`config.mk`:
```
export PLATFORM = sky130hd
export DESIGN_NAME = reg_wb_unit
export DESIGN_NICKNAME = d
export VERILOG_FILES = /design/src/rtl/reg_wb_unit.sv
export SDC_FILE = /design/constraint.sdc
export NUM_CORES = 1
export LEC_CHECK = 0
export ABC_AREA = 1
export CELL_PAD_IN_SITES_DETAIL_PLACEMENT = 1
export CELL_PAD_IN_SITES_GLOBAL_PLACEMENT = 2
export CORE_MARGIN = 2
export CORE_UTILIZATION = 23
export DETAILED_ROUTE_END_ITERATION = 10
export PLACE_DENSITY = 0.91
export SYNTH_ARGS = -nofsm -noshare
export SYNTH_HDL_FRONTEND = slang
export SYNTH_SLANG_ARGS = --single-unit
```
`constraint.sdc`:
```
create_clock -name clk -period 2.3 [get_ports clk]
set_clock_uncertainty 0.2 [all_clocks]
set_input_delay 0.46 -clock clk [delete_from_list [all_inputs] [get_ports clk]]
set_output_delay 0.46 -clock clk [all_outputs]
set_load 0.01 [all_outputs]
```
`src/rtl/reg_wb_unit.sv`:
```
// Writeback staging unit: a 2-entry in-order FIFO between the pipeline and the
// register-file write port, with pending-write hazard detection and forwarding.
module reg_wb_unit (
  input  logic        clk,
  input  logic        rst_n,
  input  logic        in_valid,
  output logic        in_ready,
  input  logic        in_regwrite,
  input  logic [4:0]  in_rd,
  input  logic [1:0]  in_src,
  input  logic [2:0]  in_funct3,
  input  logic [31:0] in_alu,
  input  logic [31:0] in_mem,
  input  logic [31:0] in_pc,
  input  logic        wb_hold,
  output logic [4:0]  wt_reg,
  output logic [31:0] wt_d,
  output logic        RegWrite,
  input  logic [4:0]  chk_r1,
  input  logic [4:0]  chk_r2,
  output logic        haz1,
  output logic        haz2,
  output logic [31:0] fwd1_d,
  output logic [31:0] fwd2_d
);

  typedef struct packed {
    logic [4:0]  rd;
    logic [31:0] data;
  } entry_t;

  // slot0 is always the head; slot1 is only meaningful when count == 2
  entry_t     slot0, slot1;
  logic [1:0] count;

  entry_t     new_entry;
  logic       store;
  logic       enq;
  logic       deq;

  function automatic logic [31:0] format_load(input logic [2:0] funct3,
                                              input logic [31:0] mem);
    case (funct3)
      3'b000:  format_load = {{24{mem[7]}}, mem[7:0]};
      3'b001:  format_load = {{16{mem[15]}}, mem[15:0]};
      3'b100:  format_load = {24'd0, mem[7:0]};
      3'b101:  format_load = {16'd0, mem[15:0]};
      default: format_load = mem;
    endcase
  endfunction

  // Youngest match wins, so slot1 is checked before the head.
  function automatic logic [32:0] lookup(input logic [4:0] idx,
                                         input logic [1:0] cnt,
                                         input entry_t s0,
                                         input entry_t s1);
    lookup = 33'd0;
    if (idx != 5'd0) begin
      if (cnt == 2'd2 && s1.rd == idx)
        lookup = {1'b1, s1.data};
      else if (cnt != 2'd0 && s0.rd == idx)
        lookup = {1'b1, s0.data};
    end
  endfunction

  always_comb begin
    new_entry.rd = in_rd;
    case (in_src)
      2'b01:   new_entry.data = format_load(in_funct3, in_mem);
      2'b10:   new_entry.data = in_pc + 32'd4;
      default: new_entry.data = in_alu;
    endcase
    in_ready = (count != 2'd2);
    store    = in_regwrite && (in_rd != 5'd0) && (in_src != 2'b11);
    enq      = in_valid && in_ready && store;
    RegWrite = (count != 2'd0) && !wb_hold;
    deq      = RegWrite;
  end

  always_ff @(posedge clk or negedge rst_n) begin
    if (!rst_n) begin
      count <= 2'd0;
      slot0 <= '0;
      slot1 <= '0;
    end else begin
      if (enq && deq) begin
        // Only reachable at occupancy 1: the newcomer replaces the leaving head
        slot0 <= new_entry;
      end else if (deq) begin
        slot0 <= slot1;
        count <= count - 2'd1;
      end else if (enq) begin
        if (count == 2'd0)
          slot0 <= new_entry;
        else
          slot1 <= new_entry;
        count <= count + 2'd1;
      end
    end
  end

  always_comb begin
    wt_reg = (count != 2'd0) ? slot0.rd   : 5'd0;
    wt_d   = (count != 2'd0) ? slot0.data : 32'd0;
    {haz1, fwd1_d} = lookup(chk_r1, count, slot0, slot1);
    {haz2, fwd2_d} = lookup(chk_r2, count, slot0, slot1);
  end

endmodule
```
== Word-level counts from Yosys, hierarchy flattened ==
Cells that the tools add are included.

* Shift-type cells: 0
* Muxes and demuxes: 16
* Equal/unequal tests: 12
* Add/subtract/negate cells: 3
* $mul: 0
* Divide/modulo/power cells: 0
* Order comparisons: 0
* Reduce and logical (&&, ||, !) cells: 23
* Bitwise logic cells: 3

{| class="wikitable"
|+ Operators by type and width
! operator !! count
|-
| 2-to-1 mux 33 bit || 6
|-
| 2-to-1 mux 37 bit || 4
|-
| one-hot mux 32 bit (4 select lines) || 1
|-
| one-hot mux 32 bit (2 select lines) || 1
|-
| adder 32 x 3 -> 32 bit, second input constant || 1
|-
| 2-to-1 mux 32 bit || 1
|-
| == test 5 bit || 4
|-
| nonzero test 5 bit || 3
|-
| logical AND 1 bit || 10
|-
| == test 3 bit, second input constant || 2
|-
| nonzero test 3 bit || 2
|-
| 2-to-1 mux 5 bit || 1
|-
| == test 2 bit, second input constant || 2
|-
| 2-to-1 mux 2 bit || 2
|-
| inequality test 2 bit, second input constant || 2
|-
| AND reduction 2 bit || 2
|-
| AND reduction 4 bit || 1
|-
| nonzero test 2 bit || 2
|-
| == test 3 x 1 -> 1 bit, second input constant || 1
|-
| zero test 3 bit || 1
|-
| inverter 1 bit || 3
|-
| adder 2 x 1 -> 2 bit, second input constant || 1
|-
| == test 2 x 1 -> 1 bit, second input constant || 1
|-
| zero test 2 bit || 1
|-
| 2 further kinds || 2
|}

* ROM bits: 0
* Flip-flop bits (word level): 76
* Bits in latches: 0
* Memory bits (writable): 0
* Bits of input ports: 121
* Memories: 0
* Logic and storage cells: 62

== Depth between registers and ports, before layout ==
* Word-level depth: 7
* Gate-level depth with buffers: 13

== Least setup slack after synthesis ==
OpenSTA, ideal clock, no wires.

* Path kind: in2reg
* Start: input in_src[0]
* End: register slot1[17] (netlist name)
* Arrival: 1.848 ns
* Path slack: 0.120 ns
* Stages on the path: 9
* Library setup time: 0.132 ns
* Required time: 1.968 ns
* Path through: ha_1 -> nor2_1 -> and3_1 -> ha_1 -> nor2_1 -> nand2_1 -> buf_2 -> clkbuf_1 -> o21ai_1

* Longest elaborated chain between the ends: 6
* Elaborated cells between the ends (all ways): 9
* Those cells by class: eq/ne: 3; mux: 1; bitwise: 1; reduce/logical: 4

{| class="wikitable"
|+ Ends and longest elaborated chain
! element !! RTL line !! RTL
|-
| start, declared || 10 || <nowiki>input logic [1:0] in_src,</nowiki>
|-
| inequality test 2 bit || 74 || <nowiki>store = in_regwrite && (in_rd != 5'd0) && (in_src != 2'b11);</nowiki>
|-
| logical AND 1 bit || 74 ||
|-
| logical AND 1 bit || 75 || <nowiki>enq = in_valid && in_ready && store;</nowiki>
|-
| logical AND 1 bit || 86 || <nowiki>if (enq && deq) begin</nowiki>
|-
| inverter 1 bit (no line) || -- ||
|-
| AND reduction 4 bit (no line) || -- ||
|-
| end signal, assigned || 96 || <nowiki>slot1 <= new_entry;</nowiki>
|-
| end, declared || 33 || <nowiki>entry_t slot0, slot1;</nowiki>
|}

Parallel ways exist; a longest one is shown, timed or not.
A chain may end at the register's enable or synchronous reset.

== Final worst setup path ==
* Start: register slot0[33] (netlist name)
* End: output fwd1_d[18]

* Longest elaborated chain between the ends: 5

{| class="wikitable"
|+ Ends and longest elaborated chain
! element !! RTL line !! RTL
|-
| start, declared || 33 ||
|-
| start signal, assigned || 88 || <nowiki>slot0 <= new_entry;</nowiki>
|-
| start signal, assigned || 90 || <nowiki>slot0 <= slot1;</nowiki>
|-
| start signal, assigned || 94 || <nowiki>slot0 <= new_entry;</nowiki>
|-
| == test 5 bit || 61 || <nowiki>else if (cnt != 2'd0 && s0.rd == idx)</nowiki>
|-
| logical AND 1 bit || 61 ||
|-
| 2-to-1 mux 33 bit || 61 ||
|-
| 2-to-1 mux 33 bit || 59 || <nowiki>if (cnt == 2'd2 && s1.rd == idx)</nowiki>
|-
| 2-to-1 mux 33 bit || 58 || <nowiki>if (idx != 5'd0) begin</nowiki>
|-
| end, declared || 23 || <nowiki>output logic [31:0] fwd1_d,</nowiki>
|}

No other way between the ends.

==> qor.yml <==
outcome:
  run_status: "complete, but fails checks"
  violations: "negative setup slack"
critical_path:
  regToRegEndpoint: "slot0[1]"
  crit_path_end: "fwd1_d[18]"
  worstSetupPathType: "reg -> out"
  path_max_fanout: 12
  reg2reg_from: "count[0]"
  crit_start: "slot0[33]"
  crit_cells: 10
  crit_path_frequent_cell: "sky130_fd_sc_hd__buf_12"
  master_of_the_slowest_instance_on_the_critical_path: "sky130_fd_sc_hd__dfrtp_1"
  crit_path_cell_trace: "buf_4 > o22ai_1 > inv_1 > nand3_1 > o31ai_2 > nand2_2 > buf_12 > buf_12 > nor2_1 > buf_2"
  worst_path_largest_cell_delay_ns: 0.38
  critical_path.n_buffers_inverters: 5
  ff2ff_path_depth: 17
  r2r_slack_ns: -0.44
  crit_arrival_ns: 2.25
  data_required_time_at_the_worst_endpoint_ns: 1.64
  endpoint_kind: "primary output"
  critical_path.startpoint_type: "flip-flop"
  dominant_delay_contributor_by_cell_family_on_the_critical_path: "buffers and inverters"
synth:
  synthesis.area_um2: 6680
  syn_inst: 1135
  post_synthesis_net_count: 1262
  total_of_flip_flops_plus_latches_after_synthesis: 76
  yosysWarningCount: 0
  synth.distinct_cells: 41
  synth.avg_cell_area_um2: 5.88
  seq_area_frac_synth: 0.285
die:
  floorplan.io_pins: 226
  die_h_um: 174
  fp.dieArea_um2: 30400
  initial_utilization: 0.233
  fp.coreArea_um2: 28600
  rows: 62
  die_width_um: 174
pwr:
  power.total_w: 0.0140
  peakVddDrop_mv: 0.480
  leakagePower_nw: 6.31
  power_density_nw_per_um2: 1080
clocking:
  clock_net_sink_count: 76
  cts_buffers: 9
  clock_transition_at_the_registers_of_the_reported_paths_ns: 0.07
  cts_tree: "yes"
  insertion_delay_ns: 0.34
  cts_root_buf: "sky130_fd_sc_hd__clkbuf_16"
  cts_htree_levels: 3
  cts-root-to-sink-buffers: 2
global_route:
  grt_pass1_wl_um: 56500
  grt_use_total: 0.240
  number_of_global_route_vias_before_repair: 9682
  grt-ovfl-total: 0
  antenna_violations_before_repair: 2
  maximum_number_of_pins_on_one_net_before_global_route_repair: 77
route:
  vias_cell: 4.87
  drtAntennaViolNets: 0
  detail_route.drc_violations: 0
  wl_um: 39800
  first_iter_violations: 498
  detailedRoute.firstPassIterationCount: 5
  route.vias.total: 9322
  routed_wire_length_per_instance_um: 20.8
placement:
  dp.final_hpwl_um: 23800
  pre_cts_slack_ns: -1.07
  place_congestion: 0.895
  place.port_buffers: 225
sta:
  number_of_hold_violations_in_the_final_report: 0
  clock.fmax_ghz: 0.343
  post-route-period-util: 1.27
  finalMaxSlewViolations: 0
  period_needed_ns: 2.91
  slew_headroom: 0.688
  fin_ws_ns: -0.615
  finalSetupTns_ns: -63.09
  unrepaired_setup_endpoints_after_global_routing: "yes"
  worst_pin_slew_ns: 0.463
  setup_viol_count_final: 180
hold_path:
  hold_depth: 2
  holdCritPathClass: "reg -> reg"
final_layout:
  syn_to_final_growth_pct: 95.0
  final_common_cell: "sky130_fd_sc_hd__nand2_1"
  layout_common_cells: "sky130_fd_sc_hd__nand2_1, sky130_fd_sc_hd__buf_4, sky130_fd_sc_hd__clkdlybuf4s50_1, sky130_fd_sc_hd__nor2_1, sky130_fd_sc_hd__inv_1"
  design.final.nets: 1650
  drive_gt1_frac: 0.421
  post-route-util: 0.455
job:
  maxCapViolations: 0
sequential cells by signal, summed over array words and instances (netlist names):
signal	count
slot1	37
count	2
slot0	37
cells in the mapped netlist:
cell                        count  area share
sky130_fd_sc_hd__nand2_1      366        0.21
sky130_fd_sc_hd__nor2_1       200        0.11
sky130_fd_sc_hd__inv_1        102       0.057
sky130_fd_sc_hd__o21ai_1       94       0.070
sky130_fd_sc_hd__dfrtp_1       76        0.28
sky130_fd_sc_hd__o21ai_0       51       0.038
sky130_fd_sc_hd__nand3_1       46       0.034
sky130_fd_sc_hd__a21oi_1       36       0.027
sky130_fd_sc_hd__buf_2         28       0.021
sky130_fd_sc_hd__o211ai_1      25       0.028
sky130_fd_sc_hd__or2_2         23       0.022
sky130_fd_sc_hd__clkbuf_1      17      0.0096
sky130_fd_sc_hd__o22ai_1        7      0.0066
sky130_fd_sc_hd__buf_6          6       0.010
sky130_fd_sc_hd__ha_1           6       0.011
sky130_fd_sc_hd__buf_4          5      0.0056
sky130_fd_sc_hd__nor2_2         5      0.0047
sky130_fd_sc_hd__inv_2          4      0.0022
sky130_fd_sc_hd__xor2_1         4      0.0052
sky130_fd_sc_hd__clkbuf_2       3      0.0022
sky130_fd_sc_hd__nand2_2        3      0.0028
sky130_fd_sc_hd__nor2_4         3      0.0051
sky130_fd_sc_hd__nor3_1         3      0.0022
sky130_fd_sc_hd__nand4_1        2      0.0019
sky130_fd_sc_hd__o211ai_2       2      0.0037
sky130_fd_sc_hd__o21bai_1       2      0.0022
sky130_fd_sc_hd__or2_1          2      0.0019
sky130_fd_sc_hd__a211oi_2       1      0.0019
sky130_fd_sc_hd__a21boi_4       1      0.0028
sky130_fd_sc_hd__a21o_1         1      0.0011
sky130_fd_sc_hd__and3_1         1     0.00094
sky130_fd_sc_hd__buf_1          1     0.00056
sky130_fd_sc_hd__clkinv_1       1     0.00056
sky130_fd_sc_hd__inv_4          1     0.00094
sky130_fd_sc_hd__nand2_4        1      0.0017
sky130_fd_sc_hd__nand3b_4       1      0.0030
sky130_fd_sc_hd__nor2_8         1      0.0030
sky130_fd_sc_hd__nor4_1         1     0.00094
sky130_fd_sc_hd__o2111ai_1      1      0.0013
sky130_fd_sc_hd__o31ai_1        1      0.0011
sky130_fd_sc_hd__xnor2_1        1      0.0013
cells by family (layout without fill, tap and decap cells):
logic type | after synthesis | after routing | share of synthesized area
other | 0 | 2 | 0
DFF | 76 | 76 | 0.285
xor gates and xnor gates | 5 | 5 | 0.00656
buffers and inverters | 168 | 561 | 0.110
adders and majority gates | 6 | 6 | 0.0112
and+or+nand+nor | 658 | 658 | 0.402
AOI/OAI and AO/OA | 222 | 222 | 0.185
metrics by stage:
| step | std cells | cell area [um^2] | hold WS (ns) |
|---|---|---|---|
| after floorplan | 1135 | 6680 | -0.0356 |
| after global placement | 1811 | 10200 | 0.262 |
| after detailed placement | 1811 | 10200 | 0.267 |
| after CTS | 1897 | 12100 | 0.286 |
| after global routing | 1912 | 13000 | 0.324 |
| final | 1914 | 13000 | 0.287 |
power by group:
| part | switching (W) | internal, W |
|---|---|---|
| registers | 0.000959 | 0.00199 |
| clock network | 0.000631 | 0.000758 |
| logic | 0.00510 | 0.00460 |
| total | 0.00669 | 0.00735 |
timing repair:
item / in CTS / in global routing
endpoints found under the hold margin: 76 / 0
pin swaps: 52 / 59
hold buffers: 1 / 0
gates resized for setup: 675 / 283
setup buffers: 47 / 31
setup endpoints to repair: 178 / 172
cloned: 28 / 2
final cells by class:
class,count,area [um^2]
Antenna cell,2,5.00
Clock buffer,10,239
Clock inverter,6,40.0
Fill cell,3496,15600
Inverter,108,443
Multi-Input combinational cell,891,5400
Sequential cell,76,1900
Tap cell,384,480
Timing Repair Buffer,437,4510
worst register-to-register path, delay by kind of cell (launching register included):
| kind | cells | cell delay [ns] |
|---|---|---|
| buf+inv | 11 | 1.36 |
| flops | 1 | 0.39 |
| compound gates | 2 | 0.27 |
| simple gates | 4 | 0.42 |
how the worst min path moves through the flow:
stage               from   endpoint  slack (ns)
2_1_floorplan      rst_n   count[0]       -0.04
3_3_place_gp   slot0[14]  slot0[14]        0.26
4_1_cts        slot0[21]  slot0[21]        0.29
3_5_place_dp   slot0[29]  slot0[29]        0.27
6_report       slot0[28]  slot0[28]        0.29
5_1_grt        slot0[17]  slot0[17]        0.32
routing by layer:
layer  global-route usage  vias up  wire [um]
met4               0.0735        0       1520
met5                    0        -          0
met3               0.0359       80       1720
met1                0.295     4562      16400
met2                0.431      288      20200
li1                     -     4392          -
Power figures use the tool's default switching activity.
==> RTL change, RTL diff (same settings) <==
Reset style: synchronous (`rst_n`), changed in one clocked block.
--- a/src/rtl/reg_wb_unit.sv
+++ b/src/rtl/reg_wb_unit.sv
@@ -77,7 +77,7 @@
     deq      = RegWrite;
   end
 
-  always_ff @(posedge clk or negedge rst_n) begin
+  always_ff @(posedge clk) begin
     if (!rst_n) begin
       count <= 2'd0;
       slot0 <= '0;
Function: differs if rst_n is asserted again (counterexample within 4 cycles, from zero or initial values and one cycle with rst_n low); with rst_n held inactive, the same outputs for 4 cycles.
==> RTL change against the original RTL <==
  * The run still ends with setup timing left
  * Wire length down 15%
  * Area after synthesis down 2.7%
  * Sequential cell count unchanged
  * Setup slack better by 0.24 ns
  * Die area down 2.7%
  * Register-to-register slack better by 0.53 ns
  * Non-clock buffer count down 46
  * Cell area down 16%
  * First-iteration DRC count down 24%
Power is not compared: it rests on default switching activity, and its combinational part moved more than twofold at a synthesized area within 25%.
==> RTL change: results <==
group,metric,value,unit
detailed_routing,vias,8781,
critical_path,crit_path_max_fanout,5,
run_status,outcome,"finished with violations",
place,placed_cells,1779,
synthesis,synthesis.nets,1239,
synthesis,async_flop_share,0,
power_and_ir_drop,vdd_drop_max,0.411,mV
detailed_routing,vias_per_cell,4.80,
detailed_routing,drtIter0Drc,378,
synthesis,synth_fa_ha_area_frac,0.0116,
finish,nets,1572,
synthesis,synth_compound_area_frac,0.284,
critical_path,max_stage_delay,0.34,ns
synthesis,synth_area_leaders,"dfxtp_1, nand2_1, a21oi_1",
timing,fin_hold_ws,0.327,ns
place,dpl.hpwl,24500,um
timing,timing.final.ws_setup,-0.374,ns
synthesis,yosysSeqAreaShare,0.234,
critical_path,ff2ff_path_depth,13,
grt,gr-usage-all-layers,0.226,
finish,fillerInstances,3572,
run_status,violations,"setup timing",
synthesis,synth-xor-area-share,0.00809,
grt,antenna_found_initial,1,
critical_path,crit_slowest_cell,"dfxtp_2",
critical_path,r2r-start,"count[0]",
finish,drive_gt1_frac,0.299,
grt,grt_first_pass_wirelength,51200,um
clock_tree,clkSlewWorstSetupHoldPaths,0.06,ns
critical_path,worst_r2r_endpoint,"slot1[0]",
timing,final-setup-viol-count,66,
clock_tree,cts_made_buffers,9,
synthesis,synth_flop_cell,"dfxtp_1",
place,gp_congestion,0.879,
synthesis,synth_common_cells,"nand2_1, nor2_1, a21oi_1, o21ai_0, inv_1",
synthesis,synth_cell_types,40,
detailed_routing,drtPass1Iterations,8,
critical_path,arrival,2.01,ns
[RTL change: worst reg2reg max path, delay by kind of cell, from the launching register on]
kind	cells	cell delay, ns
AOI/OAI and AO/OA	1	0.14
adders and majority gates	1	0.22
buffers and inverters	8	0.88
DFF	1	0.36
and+or+nand+nor	3	0.35
[RTL change: stage by stage]
| step | setup WS, ns | setup TNS, ns | util | area (um^2) |
|---|---|---|---|---|
| after floorplan | 0.193 | 0 | - | 6490 |
| after global placement | -0.959 | -84.43 | 0.363 | 10100 |
| after detailed placement | -0.926 | -88.51 | 0.363 | 10100 |
| after CTS | -0.370 | -21.70 | 0.389 | 10800 |
| after global routing | -0.449 | -25.50 | 0.391 | 10900 |
| final | -0.374 | -18.89 | 0.392 | 10900 |
[RTL change: worst min path at each step]
stage               from        end  depth (start not counted)
3_5_place_dp    slot0[8]   slot0[8]                          2
2_1_floorplan   count[1]   count[1]                          2
6_report       slot0[23]  slot0[23]                          2
3_3_place_gp   slot0[15]  slot0[15]                          2
5_1_grt        slot0[22]  slot0[22]                          2
4_1_cts        slot0[23]  slot0[23]                          2
[RTL change: power by group through the flow]
| stage | registers (uW) | clock network, uW | logic (uW) |
|---|---|---|---|
| floorplan | 1520 | 0 | 886 |
| global placement | 1540 | 0 | 1750 |
| detailed placement | 1550 | 0 | 1780 |
| CTS | 1520 | 1620 | 1900 |
| global route | 1540 | 1670 | 2120 |
| finish | 1530 | 1590 | 1930 |
[RTL change: cells by family (layout without fill, tap and decap cells)]
group           after synthesis  count (layout)
compound gates              336             336
xor+xnor                      6               6
fa+ha+maj                     6               6
buf+inv                     171             509
flops                        76              76
other cells                   0               1
simple gates                517             517
[RTL change: timing repair]
item,4_1_cts,5_1_grt
setup buffers,14,7
pin swaps,23,14
hold buffers,0,0
resized for setup,433,100
endpoints found under the setup margin,173,143
cloned,12,0
[RTL change: cell type report]
cell class	instances	area, um^2	share of cell area
clock inverter	6	87.6	0.00805
tap	378	473	0.0435
sequential	76	1540	0.141
timing repair buffer	391	3590	0.330
clock buffer	10	239	0.0220
multi-input combinational	865	4540	0.417
antenna	1	2.50	0.000230
inverter	102	410	0.0377
[RTL change: per-layer routing]
| layer | global-route usage | vias up | share of wire |
|---|---|---|---|
| met5 | 0 | - | 0 |
| met4 | 0.0826 | 0 | 0.034 |
| met3 | 0.0302 | 55 | 0.035 |
| met2 | 0.405 | 213 | 0.49 |
| met1 | 0.276 | 4176 | 0.44 |
| li1 | - | 4337 | - |
